**src/rtl/dds_phase_acc.sv**
```systemverilog
// DDS phase accumulator with phase offset, carry pulse and linear frequency sweep.
// Ports: clk, rst (sync, active high), en, fword/pword + load, phase_clr,
//        sweep_en/sweep_step/sweep_stop/sweep_div; outputs addr, wrap, valid, cur_fword.
module dds_phase_acc #(
    parameter int ACC_W  = 32,
    parameter int ADDR_W = 10,
    parameter int DIV_W  = 16
) (
    input  logic              clk,
    input  logic              rst,
    input  logic              en,
    input  logic [ACC_W-1:0]  fword,
    input  logic [ACC_W-1:0]  pword,
    input  logic              load,
    input  logic              phase_clr,
    input  logic              sweep_en,
    input  logic [ACC_W-1:0]  sweep_step,
    input  logic [ACC_W-1:0]  sweep_stop,
    input  logic [DIV_W-1:0]  sweep_div,
    output logic [ADDR_W-1:0] addr,
    output logic              wrap,
    output logic              valid,
    output logic [ACC_W-1:0]  cur_fword
);

    typedef enum logic {
        IDLE  = 1'b0,
        SWEEP = 1'b1
    } state_t;

    localparam logic [DIV_W-1:0] DIV_ONE = 1;

    state_t state;
    state_t state_nxt;

    logic [ACC_W-1:0]  acc;
    logic [ACC_W-1:0]  f_act;
    logic [ACC_W-1:0]  p_act;
    logic [ACC_W-1:0]  f_start;
    logic [DIV_W-1:0]  div_cnt;

    logic [ACC_W:0]    acc_sum;
    logic [ACC_W-1:0]  phase_sum;
    logic [ACC_W:0]    step_sum;
    logic              step_ovf;
    logic              sweep_tick;
    logic              step_hit;
    logic              sweep_exit;

    logic [ACC_W-1:0]  acc_nxt;
    logic              wrap_nxt;
    logic [ACC_W-1:0]  f_act_nxt;
    logic [ACC_W-1:0]  p_act_nxt;
    logic [ACC_W-1:0]  f_start_nxt;
    logic [DIV_W-1:0]  div_cnt_nxt;

    // Carry-out of the accumulator add is the wrap indication.
    assign acc_sum   = {1'b0, acc} + {1'b0, f_act};
    assign phase_sum = acc + p_act;

    // Extra bit on the step sum catches tuning-word overflow.
    assign step_sum  = {1'b0, f_act} + {1'b0, sweep_step};
    assign step_ovf  = step_sum[ACC_W] || (step_sum > {1'b0, sweep_stop});

    // Stepping only while the FSM stays in SWEEP; the exit cycle holds f_act.
    assign sweep_tick = (state == SWEEP) && sweep_en && en;
    assign step_hit   = sweep_tick && (div_cnt == sweep_div);
    assign sweep_exit = (state == SWEEP) && !sweep_en;

    assign cur_fword = f_act;

    always_comb begin
        state_nxt = state;
        unique case (state)
            IDLE:    if (sweep_en)  state_nxt = SWEEP;
            SWEEP:   if (!sweep_en) state_nxt = IDLE;
            default: state_nxt = IDLE;
        endcase
    end

    always_comb begin
        acc_nxt  = acc;
        wrap_nxt = 1'b0;
        if (phase_clr) begin
            acc_nxt  = '0;
            wrap_nxt = 1'b0;
        end else if (en) begin
            acc_nxt  = acc_sum[ACC_W-1:0];
            wrap_nxt = acc_sum[ACC_W];
        end
    end

    always_comb begin
        f_act_nxt   = f_act;
        p_act_nxt   = p_act;
        f_start_nxt = f_start;
        div_cnt_nxt = div_cnt;
        if (load) begin
            f_act_nxt   = fword;
            p_act_nxt   = pword;
            f_start_nxt = fword;
            div_cnt_nxt = '0;
        end else if (sweep_exit) begin
            div_cnt_nxt = '0;
        end else if (step_hit) begin
            div_cnt_nxt = '0;
            f_act_nxt   = step_ovf ? f_start : step_sum[ACC_W-1:0];
        end else if (sweep_tick) begin
            div_cnt_nxt = div_cnt + DIV_ONE;
        end
    end

    always_ff @(posedge clk) begin
        if (rst) begin
            state <= IDLE;
        end else begin
            state <= state_nxt;
        end
    end

    always_ff @(posedge clk) begin
        if (rst) begin
            acc     <= '0;
            f_act   <= '0;
            p_act   <= '0;
            f_start <= '0;
            div_cnt <= '0;
            addr    <= '0;
            wrap    <= 1'b0;
            valid   <= 1'b0;
        end else begin
            acc     <= acc_nxt;
            f_act   <= f_act_nxt;
            p_act   <= p_act_nxt;
            f_start <= f_start_nxt;
            div_cnt <= div_cnt_nxt;
            addr    <= phase_sum[ACC_W-1 -: ADDR_W];
            wrap    <= wrap_nxt;
            valid   <= en;
        end
    end

endmodule
```
**config.mk**
```make
export PLATFORM = sky130hd
export DESIGN_NAME = dds_phase_acc
export DESIGN_NICKNAME = d
export VERILOG_FILES = /design/src/rtl/dds_phase_acc.sv
export SDC_FILE = /design/constraint.sdc
export NUM_CORES = 1
export LEC_CHECK = 0
export CORE_MARGIN = 2
export CORE_UTILIZATION = 40
export DETAILED_ROUTE_END_ITERATION = 12
export PLACE_DENSITY = 0.7
export SYNTH_ARGS = -nofsm -noshare
export SYNTH_HDL_FRONTEND = slang
export SYNTH_SLANG_ARGS = --single-unit
```
**constraint.sdc**
```tcl
create_clock -name clk -period 4.7 [get_ports clk]
set_input_delay 0.94 -clock clk [delete_from_list [all_inputs] [get_ports clk]]
set_output_delay 0.94 -clock clk [all_outputs]
set_load 0.03 [all_outputs]
```
## After elaboration in Yosys (flattened, before gate mapping)

Index checks and enable logic that the tools add are counted.

| word-level totals | value |
|---|---|
| word-level logic and storage cells | 33 |
| flip-flop bits (word level) | 157 |
| input port bits | 150 |

| operators by class | value |
|---|---|
| add/subtract/negate cells | 4 |
| equality and inequality tests | 2 |
| mux-type cells | 5 |
| bitwise operators | 1 |
| $lt $le $gt $ge | 1 |
| reduce and logical (&&, ||, !) cells | 11 |

Operators with widths:

| kind | count |
|---|---|
| 2-to-1 mux 32 bit | 4 |
| adder 32 x 32 -> 33 bit | 2 |
| greater-than comparator 33 x 32 -> 1 bit | 1 |
| adder 32 bit | 1 |
| adder 16 x 1 -> 16 bit, second input constant | 1 |
| equality test 16 bit | 1 |
| logical AND 1 bit | 4 |
| OR reduction 4 bit | 1 |
| OR reduction 3 bit | 1 |
| != test 2 bit, second input constant | 1 |
| AND reduction 2 bit | 1 |
| nonzero test 2 bit | 1 |
| OR reduction 2 bit | 1 |
| zero test 1 bit | 1 |
| logical OR 1 bit | 1 |
| 2-to-1 mux 1 bit | 1 |
| NOT 1 bit | 1 |

## Depth between registers and ports, before layout

| logic depth | value |
|---|---|
| depth in word-level cells | 7 |
| gate-level depth with buffers | 22 |

## Worst setup path after synthesis

No wires, ideal clock.

| path | value |
|---|---|
| path kind | input-to-reg |
| from | in sweep_step[0] |
| to | reg f_act[10], in the netlist cur_fword[10] |
| data required time | 4.563 ns |
| cell stages on the path | 21 |
| data arrival time | 4.908 ns |
| setup slack | -0.344 ns |
| buffers on the path | 2 |
| cells stage by stage | ha_1 -> fa_1 -> nand3_1 -> a211oi_1 -> o211ai_1 -> a21oi_1 -> o41ai_1 -> or4b_1 -> o211ai_1 -> ha_1 -> nand4_1 -> nor4_1 -> o21ai_0 -> a31oi_1 -> o21ai_0 -> nand4b_1 -> buf_6 -> buf_6 -> mux2_4 -> mux2i_1 -> o22ai_1 |

| between the ends | value |
|---|---|
| longest elaborated chain between the ends | 7 |

Ends and longest elaborated chain:

| item | RTL line | source |
|---|---|---|
| start, declared | 17 | `input logic [ACC_W-1:0] sweep_step,` |
| adder 32 x 32 -> 33 bit (*) | 62 | `assign step_sum = {1'b0, f_act} + {1'b0, sweep_step};` |
| greater-than comparator 33 x 32 -> 1 bit | 63 | `assign step_ovf = step_sum[ACC_W] \|\| (step_sum > {1'b0, sweep_stop});` |
| logical OR 1 bit | 63 |  |
| 2-to-1 mux 32 bit (*) | 107 | `f_act_nxt = step_ovf ? f_start : step_sum[ACC_W-1:0];` |
| 2-to-1 mux 32 bit (*) | 105 | `end else if (step_hit) begin` |
| 2-to-1 mux 32 bit (*) | 103 | `end else if (sweep_exit) begin` |
| 2-to-1 mux 32 bit (*) | 98 | `if (load) begin` |
| end signal, assigned | 133 | `f_act <= f_act_nxt;` |
| end, declared | 37 | `logic [ACC_W-1:0] f_act;` |

Every way passes the cells marked *; elsewhere a longest branch is shown, timed or not. The select of a mux whose other input is x is not followed.
A chain may end at the register's enable or synchronous reset.

## Worst setup path in the final report

| path | value |
|---|---|
| from | in sweep_step[0] |
| to | reg f_act[0], in the netlist cur_fword[0] |

Same word-level chain as after synthesis.

==> reports/qor.csv <==
metric,value,unit
"flops & latches, synth",157,
number of nets at the end of the flow,2016,
Synth top area share,0.2790,
number of max-cap violations,0,
Core Footprint,0.02778,mm^2
Fin Clk Skew,13.25,ps
Reg area,0.003143,mm^2
Slowest Stage Delay on Critical Path,470,ps
# setup viols final,29,
largest net degree at the start of global routing,69,
critical path capture point type,flop,
P&R area growth vs syn,44.44,%
Clk Tree Root Cell,sky130_fd_sc_hd__clkbuf_16,
CTS tree,built,
"Cell Area, Placed",0.01469,mm^2
worst setup slack after layout,-212.9,ps
setup TNS,-3667,ps
Max Buffers Root-to-Sink,2,
I/O pins,194,
outcome,finished with violations,
number of port buffers,193,
number of instances in the synthesized netlist,1376,
total routing usage reported by global routing,0.2593,
global-route congestion overflow total,0,
horizontal extent of the die,171.8,um
tightest slew margin relative to the limit,0.2136,
count of different cell masters after synthesis,73,
"Seq/Total Area, Yosys",0.2790,
worst slack after detailed placement,-1186,ps
average wire length per cell after detail routing,18.02,um
GPL Wtd Cong,0.9571,
CP required,5000,ps
Skew-Pair Late Insertion Delay,440,ps
mean cell area of the mapped netlist,8.186,um^2
Die Y-Extent,171.8,um
Final Critical Period,4913,ps
Max rail drop VDD,0.0002847,V
transition time at the pin with the least slew margin,1150,ps
CTS H-tree depth,4,
via count of the first global-routing pass,11420,
Synth area leader,sky130_fd_sc_hd__dfxtp_1,
most used flip-flop cell after synthesis,sky130_fd_sc_hd__dfxtp_1,
ratio of total power to cell area,267.5,mW/mm^2
Die Footprint,0.02952,mm^2
failing checks,setup timing,
area occupied by multi-input gates,0.008377,mm^2
final routed DRC violation total,0,
top post-synthesis cells by area,"sky130_fd_sc_hd__dfxtp_1 (28%), sky130_fd_sc_hd__ha_1 (14%), sky130_fd_sc_hd__mux2i_1 (6.9%)",
post-synthesis cell area,0.01126,mm^2
cell area after layout,0.01627,mm^2
number of warnings reported in the yosys synthesis log,0,
Startpoint Class,input port,
Antenna Nets Post-Route,0,
starting density of the core,0.4055,
RSZ-0062 raised after global routing,yes,
via density per instance,5.464,
Pleak,7.153,nW
"Cell Chain, Critical Path","buf_6, ha_4, fa_2, nand3_4, a211oi_4, o211ai_1, a21oi_2, o41ai_2, or4b_1, o211ai_1, ha_1, nand4_1, nor4_4, o21ai_1, a31oi_1, o21ai_1, nand4b_1, buf_6, buf_12, mux2_2, mux2i_1, o22ai_1",
CTS Buf Count,17,
count of pins over their slew limit,0,
register clock-pin slew on the reported worst setup and hold paths,70,ps
final hold slack,467.3,ps
async set or reset register ratio after synthesis,0,
detailed-routing iteration count for the pre-antenna-repair pass,5,
arrival time at the worst endpoint,5210,ps
standard-cell rows,61,
nets in the synthesized netlist,1655,
vias post-DR,11640,
class of the most critical hold timing path,reg -> reg,
Iter 0 DRT Violations,656,
ratio of cells with drive above 1 in the final layout,0.2046,
Total Wirelength,38410,um
# clock sinks,157,
number of hold violations in the final report,0,
estimated wirelength of the detail-placed design,28290,um
cell type of the slowest stage on the worst timing path,sky130_fd_sc_hd__or4b_1,
FMAX,0.2035,GHz
maximum fanout along the worst path,7,
filler instances,2483,
wire length of the first global-routing pass,59770,um
initial antenna violation count,2,
start-to-end type of the worst setup path,in -> reg,
number of synthesized flops with an enable pin,0,
post-route clock period utilization,1.045,
==> per-stage QoR <==
step | utilization | instances | total power [mW]
floorplan | - | 1376 | 2.173
global placement | 0.5289 | 2049 | 2.688
detailed placement | 0.5289 | 2049 | 2.704
CTS | 0.5821 | 2125 | 4.330
global route | 0.5854 | 2128 | 4.538
finish | 0.5857 | 2131 | 4.353
==> worst paths after layout <==
path	slack, ps	depth (start not counted)	startpoint	end
worst min register to register	470	2	f_start[14]	f_start[14]
worst max register to register	20	21	cur_fword[0]	cur_fword[0]
worst min-delay path	470	2	f_start[14]	f_start[14]
worst max-delay path	-210	22	sweep_step[0]	cur_fword[0]
==> power by group <==
part	switching [mW]	internal, mW	leakage [nW]
registers	0.0477	1.39	1.29
logic	0.720	0.780	5.58
clock network	0.643	0.771	0.283
total	1.41	2.94	7.15
==> registers in the layout, indices dropped and copies added (netlist names) <==
name       flops
p_act         32
state          1
wrap           1
div_cnt       16
valid          1
f_start       32
acc           32
addr          10
cur_fword     32
==> synth_stat cells (all sizes together), types with 7 or more instances <==
library cell and number:
nand3 40, inv 56, xnor2 47, nor2b 12, o2111ai 7, and2 12
nor3 33, o22ai 14, and3 18, ha 127, a31oi 12, nor2 157
nand4 21, mux2i 78, dfxtp 157, clkbuf 38, nor4 8, mux2 15
a211oi 18, a211o 12, o21ai 53, a21oi 119, nand2 121, buf 14
a2111oi 8, o21a 20, nand2b 10, a21o 29, o211ai 17, a21boi 9
xor2 33
==> cells by family after synthesis <==
group,Yosys count,synth area share
and+or+nand+nor,453,0.1846
AOI/OAI and AO/OA,354,0.2037
DFF,157,0.2790
adders and majority gates,129,0.1446
buffers and inverters,110,0.03921
muxes,93,0.08597
xor gates and xnor gates,80,0.06287
==> placed cells by master (no fill, tap or decap), types with 44 or more instances in the layout <==
cell	instances
sky130_fd_sc_hd__mux2i_1	77
sky130_fd_sc_hd__nor2_1	154
sky130_fd_sc_hd__inv_1	55
sky130_fd_sc_hd__o21ai_0	45
sky130_fd_sc_hd__dfxtp_1	157
sky130_fd_sc_hd__clkdlybuf4s50_1	169
sky130_fd_sc_hd__a21oi_1	112
sky130_fd_sc_hd__nand2_1	116
sky130_fd_sc_hd__buf_4	195
sky130_fd_sc_hd__ha_1	104
sky130_fd_sc_hd__xnor2_1	44
==> critical path, delay by kind of cell <==
family	cells	cell delay, ps
AO/OA/AOI/OAI	9	1470
AND/OR/NAND/NOR	5	1220
multiplexers	2	470
adder cells (fa/ha/maj)	3	710
buffers and inverters	3	400
==> metal layers <==
metal	vias to the layer above	global-route usage	share of wire	routed length, um
met5	-	0	0	0
met2	396	0.4391	0.46	17860
li1	5720	-	-	-
met4	0	0.1290	0.049	1890
met1	5433	0.3155	0.43	16340
met3	94	0.04694	0.060	2320
==> what timing repair did <==
item,CTS,global route
hold buffers,0,0
gates cloned,3,0
pin swaps,73,27
hold endpoints to repair,0,0
endpoints found under the setup margin,32,32
setup buffers,43,5
gates resized for setup,154,18
==> area by class of cell <==
class	count	area share
inverter	58	0.01338
multi-input combinational	1109	0.5148
antenna	3	0.0004614
sequential	157	0.1932
clock inverter	13	0.007844
timing repair buffer	394	0.2134
tap	378	0.02907
clock buffer	19	0.02784
No activity file was read; power rests on OpenSTA's default activity.
==> variant 1 (config.mk and constraints unchanged) <==
`ACC_W`: 32 -> 36.
--- a/src/rtl/dds_phase_acc.sv
+++ b/src/rtl/dds_phase_acc.sv
@@ -3,5 +3,5 @@
 //        sweep_en/sweep_step/sweep_stop/sweep_div; outputs addr, wrap, valid, cur_fword.
 module dds_phase_acc #(
-    parameter int ACC_W  = 32,
+    parameter int ACC_W  = 36,
     parameter int ADDR_W = 10,
     parameter int DIV_W  = 16
Interface: changed (5 resized); port bits go from 194 to 214. The function was not compared with the original's and may differ.
==> variant 1 against the unedited design <==
- the flow still finishes with violations (negative setup slack)
- first-iteration DRC count decreased by 12%
- sequential cell count rose by 16
- total power grew 4.7%
- wire length is 1.1% higher
- global-route usage is 1.6 points lower
- design area increased by 6.1%
- synthesized area grew 8.3%
- setup slack worse by 0.31 ns
- largest power group unchanged
- highest routed layer unchanged
==> variant 1: results <==
set metrics [dict create \
    reg2reg_setup_slack_ns -0.28 \
    dpl.hpwl_um 29900 \
    status "complete, but fails checks" \
    synth_seq_area_share_pct 28.4 \
    fillers 2641 \
    wl_met3_um 2030 \
    arrival_ns 5.50 \
    grt_max_degree 83 \
    cp_max_fo 6 \
    timing.final.ws_setup_ns -0.519 \
    synthTopCellsByCount "dfxtp_1, nor2_1, ha_1" \
    violations "negative setup slack" \
    max_slew_margin_pct 42.2 \
    holdWs_ns 0.473 \
    portBuffers 213 \
    min_from "f_start[19]$_SDFFE_PP0P_" \
    wl_met2_um 19400 \
    layout.nets 2143 \
    p_leak_nw 7.76 \
    holdPathEnd "f_start[19]$_SDFFE_PP0P_" \
    cts_root_buffer "clkbuf_16" \
    synth.distinct_cells 69 \
    grt_pass1_vias 12100 \
    place_congestion 0.976 \
    ys_top_cells_by_area "dfxtp_1, ha_1, mux2i_1, a21oi_1, xnor2_1" \
    skew_ns 0.0204 \
    final_util_pct 57.9 \
    slowest_delay_ns 0.39 \
    drive_gt1_share_pct 18.1 \
    viasPerCell 5.41 \
    crit_slowest_cell "fa_2" \
    finalSetupViolCount 36 \
    antenna_found_initial 1 \
    met1Wirelength_um 15900 \
    grt_usage_pct 24.4 \
    first_pass_iters 6 \
    wirelength_um 38800 \
    post_dp_cell_area_mm2 0.0160 \
]
[variant 1: changes by cell type after synthesis, sizes merged, moves of 16 or more]
cell / unedited run / this run
a21o: 29 / 54
dfxtp: 157 / 173
ha: 127 / 143
nand2: 121 / 105
nand2b: 10 / 37
xnor2: 47 / 65
[variant 1: how the worst max path moves through the flow]
stage	startpoint	endpoint	slack, ns	cells past startpoint
after floorplan	sweep_step[0]	cur_fword[22]$_SDFFE_PP0P_	-0.14	21
after detailed placement	sweep_step[0]	cur_fword[22]$_SDFFE_PP0P_	-1.43	22
after global routing	sweep_step[0]	cur_fword[18]$_SDFFE_PP0P_	-0.73	25
final	sweep_step[0]	cur_fword[18]$_SDFFE_PP0P_	-0.52	26
after global placement	sweep_step[0]	cur_fword[28]$_SDFFE_PP0P_	-1.41	22
after CTS	sweep_step[1]	cur_fword[18]$_SDFFE_PP0P_	-0.36	25
[variant 1: per-layer routing]
metal | up-vias | track usage [%]
li1 | 6007 | -
met1 | 5624 | 28.2
met2 | 378 | 44.3
met3 | 75 | 4.11
met4 | 0 | 9.72
met5 | - | 0
[variant 1: area by class of cell]
class	instances	share of cell area [%]
multi-input cells	1165	51.1
repair buffers	412	21.5
flip-flops and latches	173	20.1
well taps	390	2.83
clock buffers	19	2.51
inverters	63	1.37
clock inverters	12	0.660
diodes	1	0.0145
[variant 1: logic make-up after synthesis]
| logic type | after synthesis | share of synthesized area, % |
|---|---|---|
| compound gates | 377 | 19.6 |
| xor+xnor | 98 | 7.04 |
| fa+ha+maj | 145 | 15.0 |
| buf+inv | 121 | 3.84 |
| flops | 173 | 28.4 |
| mux | 106 | 8.89 |
| simple gates | 439 | 17.2 |
[variant 1: stage by stage]
step / instances / TNS [ns] / worst slack [ns]
CTS: 2228 / -9.34 / -0.359
finish: 2235 / -14.16 / -0.519
global placement: 2173 / -46.05 / -1.41
floorplan: 1459 / -2.47 / -0.136
detailed placement: 2173 / -47.03 / -1.43
global route: 2234 / -22.70 / -0.729
[variant 1: report_power, final]
group	switching (W)	internal (W)	total, W
clock network	0.000623	0.000733	0.00136
registers	0.0000531	0.00153	0.00159
logic	0.000752	0.000867	0.00162
[variant 1: worst min-delay path: stages, from the launching register on]
cell,delay [ns]
dfxtp_1,0.31
nand2b_1,0.06
a21oi_1,0.06
[variant 1: what timing repair did]
| action | 4_1_cts | 5_1_grt |
|---|---|---|
| setup endpoints to repair | 36 | 36 |
| gates cloned | 2 | 0 |
| buffers inserted | 24 | 9 |
| gates resized for setup | 113 | 8 |
| pin swaps | 60 | 28 |
==> variant 2 (same settings) <==
Made on the original files. Make the reset (`rst`) asynchronous in 2 clocked blocks.
--- a/src/rtl/dds_phase_acc.sv
+++ b/src/rtl/dds_phase_acc.sv
@@ -111,5 +111,5 @@
     end
 
-    always_ff @(posedge clk) begin
+    always_ff @(posedge clk or posedge rst) begin
         if (rst) begin
             state <= IDLE;
@@ -119,5 +119,5 @@
     end
 
-    always_ff @(posedge clk) begin
+    always_ff @(posedge clk or posedge rst) begin
         if (rst) begin
             acc     <= '0;
Check against the original RTL: differs if rst is asserted again (counterexample within 4 cycles, from zero or initial values and one cycle with rst high); with rst held inactive, the same outputs for 4 cycles.
==> variant 2 against the unedited design <==
- the run still ends with negative setup slack left
- setup slack worse by 0.60 ns
- first-iteration DRC count down 9.8%
- synthesized area down 0.47%
- core utilization down 1.1 points
- sequential cell count unchanged
- global-route usage down 2.2 points
- fmax down 11%
- count of clock-buffer cells in the layout down 1
- critical path depth unchanged
- design area down 2.2%
- die area down 0.46%
- wire length down 11%
- critical endpoint is now cur_fword[21]$_DFFE_PP0P_
- largest cell class unchanged
Power is not compared: it rests on default switching activity, and its combinational part moved more than twofold at a synthesized area within 25%.
==> variant 2: results <==
set metrics [dict create \
    timing.final.ws_setup_ns -0.815 \
    multiInputGateArea_mm2 0.00719 \
    synthTopCellsByCount "dfrtp_1, ha_1, a21oi_1, nor2_1, nand2_1" \
    reg2reg_setup_slack_ns -0.66 \
    drt_iter0_markers 592 \
    dp_cells 1900 \
    syn_nets 1473 \
    holdWs_ns 0.485 \
    place_congestion 0.906 \
    status "complete, but fails checks" \
    r2r_cells 21 \
    fin_tns_setup_ns -22.61 \
    synth.distinct_cells 65 \
    reg2reg_to "cur_fword[21]$_DFFE_PP0P_" \
    grt_max_degree 82 \
    dpl.hpwl_um 26500 \
    antenna_cells 2 \
    portBuffers 193 \
    grt_pass1_wl_um 54300 \
    ff_latch_area_mm2 0.00393 \
    vias 10500 \
    layout.nets 1848 \
    nClkBuffers 18 \
    buf_share_pct 21.8 \
    grt_usage_pct 23.8 \
    post_dp_cell_area_mm2 0.0148 \
    n_all_inverters 74 \
    viasPerCell 5.34 \
    crit_slowest_cell "or4_4" \
    multi_input_gates 928 \
    drive_gt1_share_pct 21.4 \
    grt_pass1_vias 10600 \
    arrival_ns 5.83 \
    avgSynthCellArea_um2 9.39 \
    ys_top_cells_by_area "dfrtp_1, ha_1, mux2_2, a21oi_1, mux2i_1" \
    ys.flop_type "dfrtp_1" \
    cp_max_fo 4 \
    n_sequential_cell 157 \
    post_drt_wl_per_cell_um 17.5 \
    min_from "f_start[16]$_DFFE_PP0P_" \
    r2r-start "cur_fword[1]$_DFFE_PP0P_" \
    synth_seq_area_share_pct 35.0 \
    max_slew_margin_pct 34.5 \
    synthArstFlopShare_pct 100 \
    synth_area_mm2 0.0112 \
    dp_slack_ns -1.80 \
    finalSetupViolCount 32 \
    clkCellAreaFrac_pct 3.64 \
    skew_ns 0.0132 \
    violations "negative setup slack" \
]
variant 2: cell count changes after synthesis, moves of 38 or more:
cell,before,now
dfrtp_1,0,157
dfxtp_1,157,0
mux2_2,10,52
mux2i_1,78,38
nand2_1,121,83
nor2_1,156,96
variant 2: kinds of logic (layout without fill, tap and decap cells):
kind of cell	count (synthesis)	after routing	share of synthesized area [%]
compound gates	338	338	19.7
simple gates	290	290	12.0
flops	157	157	35.0
fa+ha+maj	129	129	14.5
buf+inv	109	497	3.82
mux	90	90	8.62
xor+xnor	81	81	6.33
other cells	0	2	0
variant 2: worst max path at each step:
stage | start | endpoint | cells past startpoint | slack [ns]
6_report | sweep_step[0] | cur_fword[21]$_DFFE_PP0P_ | 22 | -0.82
5_1_grt | sweep_step[3] | cur_fword[21]$_DFFE_PP0P_ | 23 | -0.99
4_1_cts | sweep_step[0] | cur_fword[21]$_DFFE_PP0P_ | 22 | -0.76
3_5_place_dp | sweep_step[1] | cur_fword[21]$_DFFE_PP0P_ | 21 | -1.80
3_3_place_gp | sweep_step[1] | cur_fword[21]$_DFFE_PP0P_ | 21 | -1.67
2_1_floorplan | sweep_step[0] | cur_fword[21]$_DFFE_PP0P_ | 20 | -1.02
variant 2: routing by layer:
layer / up-vias / global-route usage [%] / share of wire [%]
met3: 59 / 4.97 / 6.0
li1: 5159 / - / -
met5: - / 0 / 0
met4: 0 / 9.29 / 3.5
met1: 4954 / 30.3 / 44
met2: 296 / 39.4 / 46
variant 2: timing repair:
item | in CTS | in global routing
gates resized for setup | 65 | 16
pin swaps | 39 | 13
endpoints found under the setup margin | 32 | 32
buffers inserted | 26 | 3
hold buffers | 0 | 0
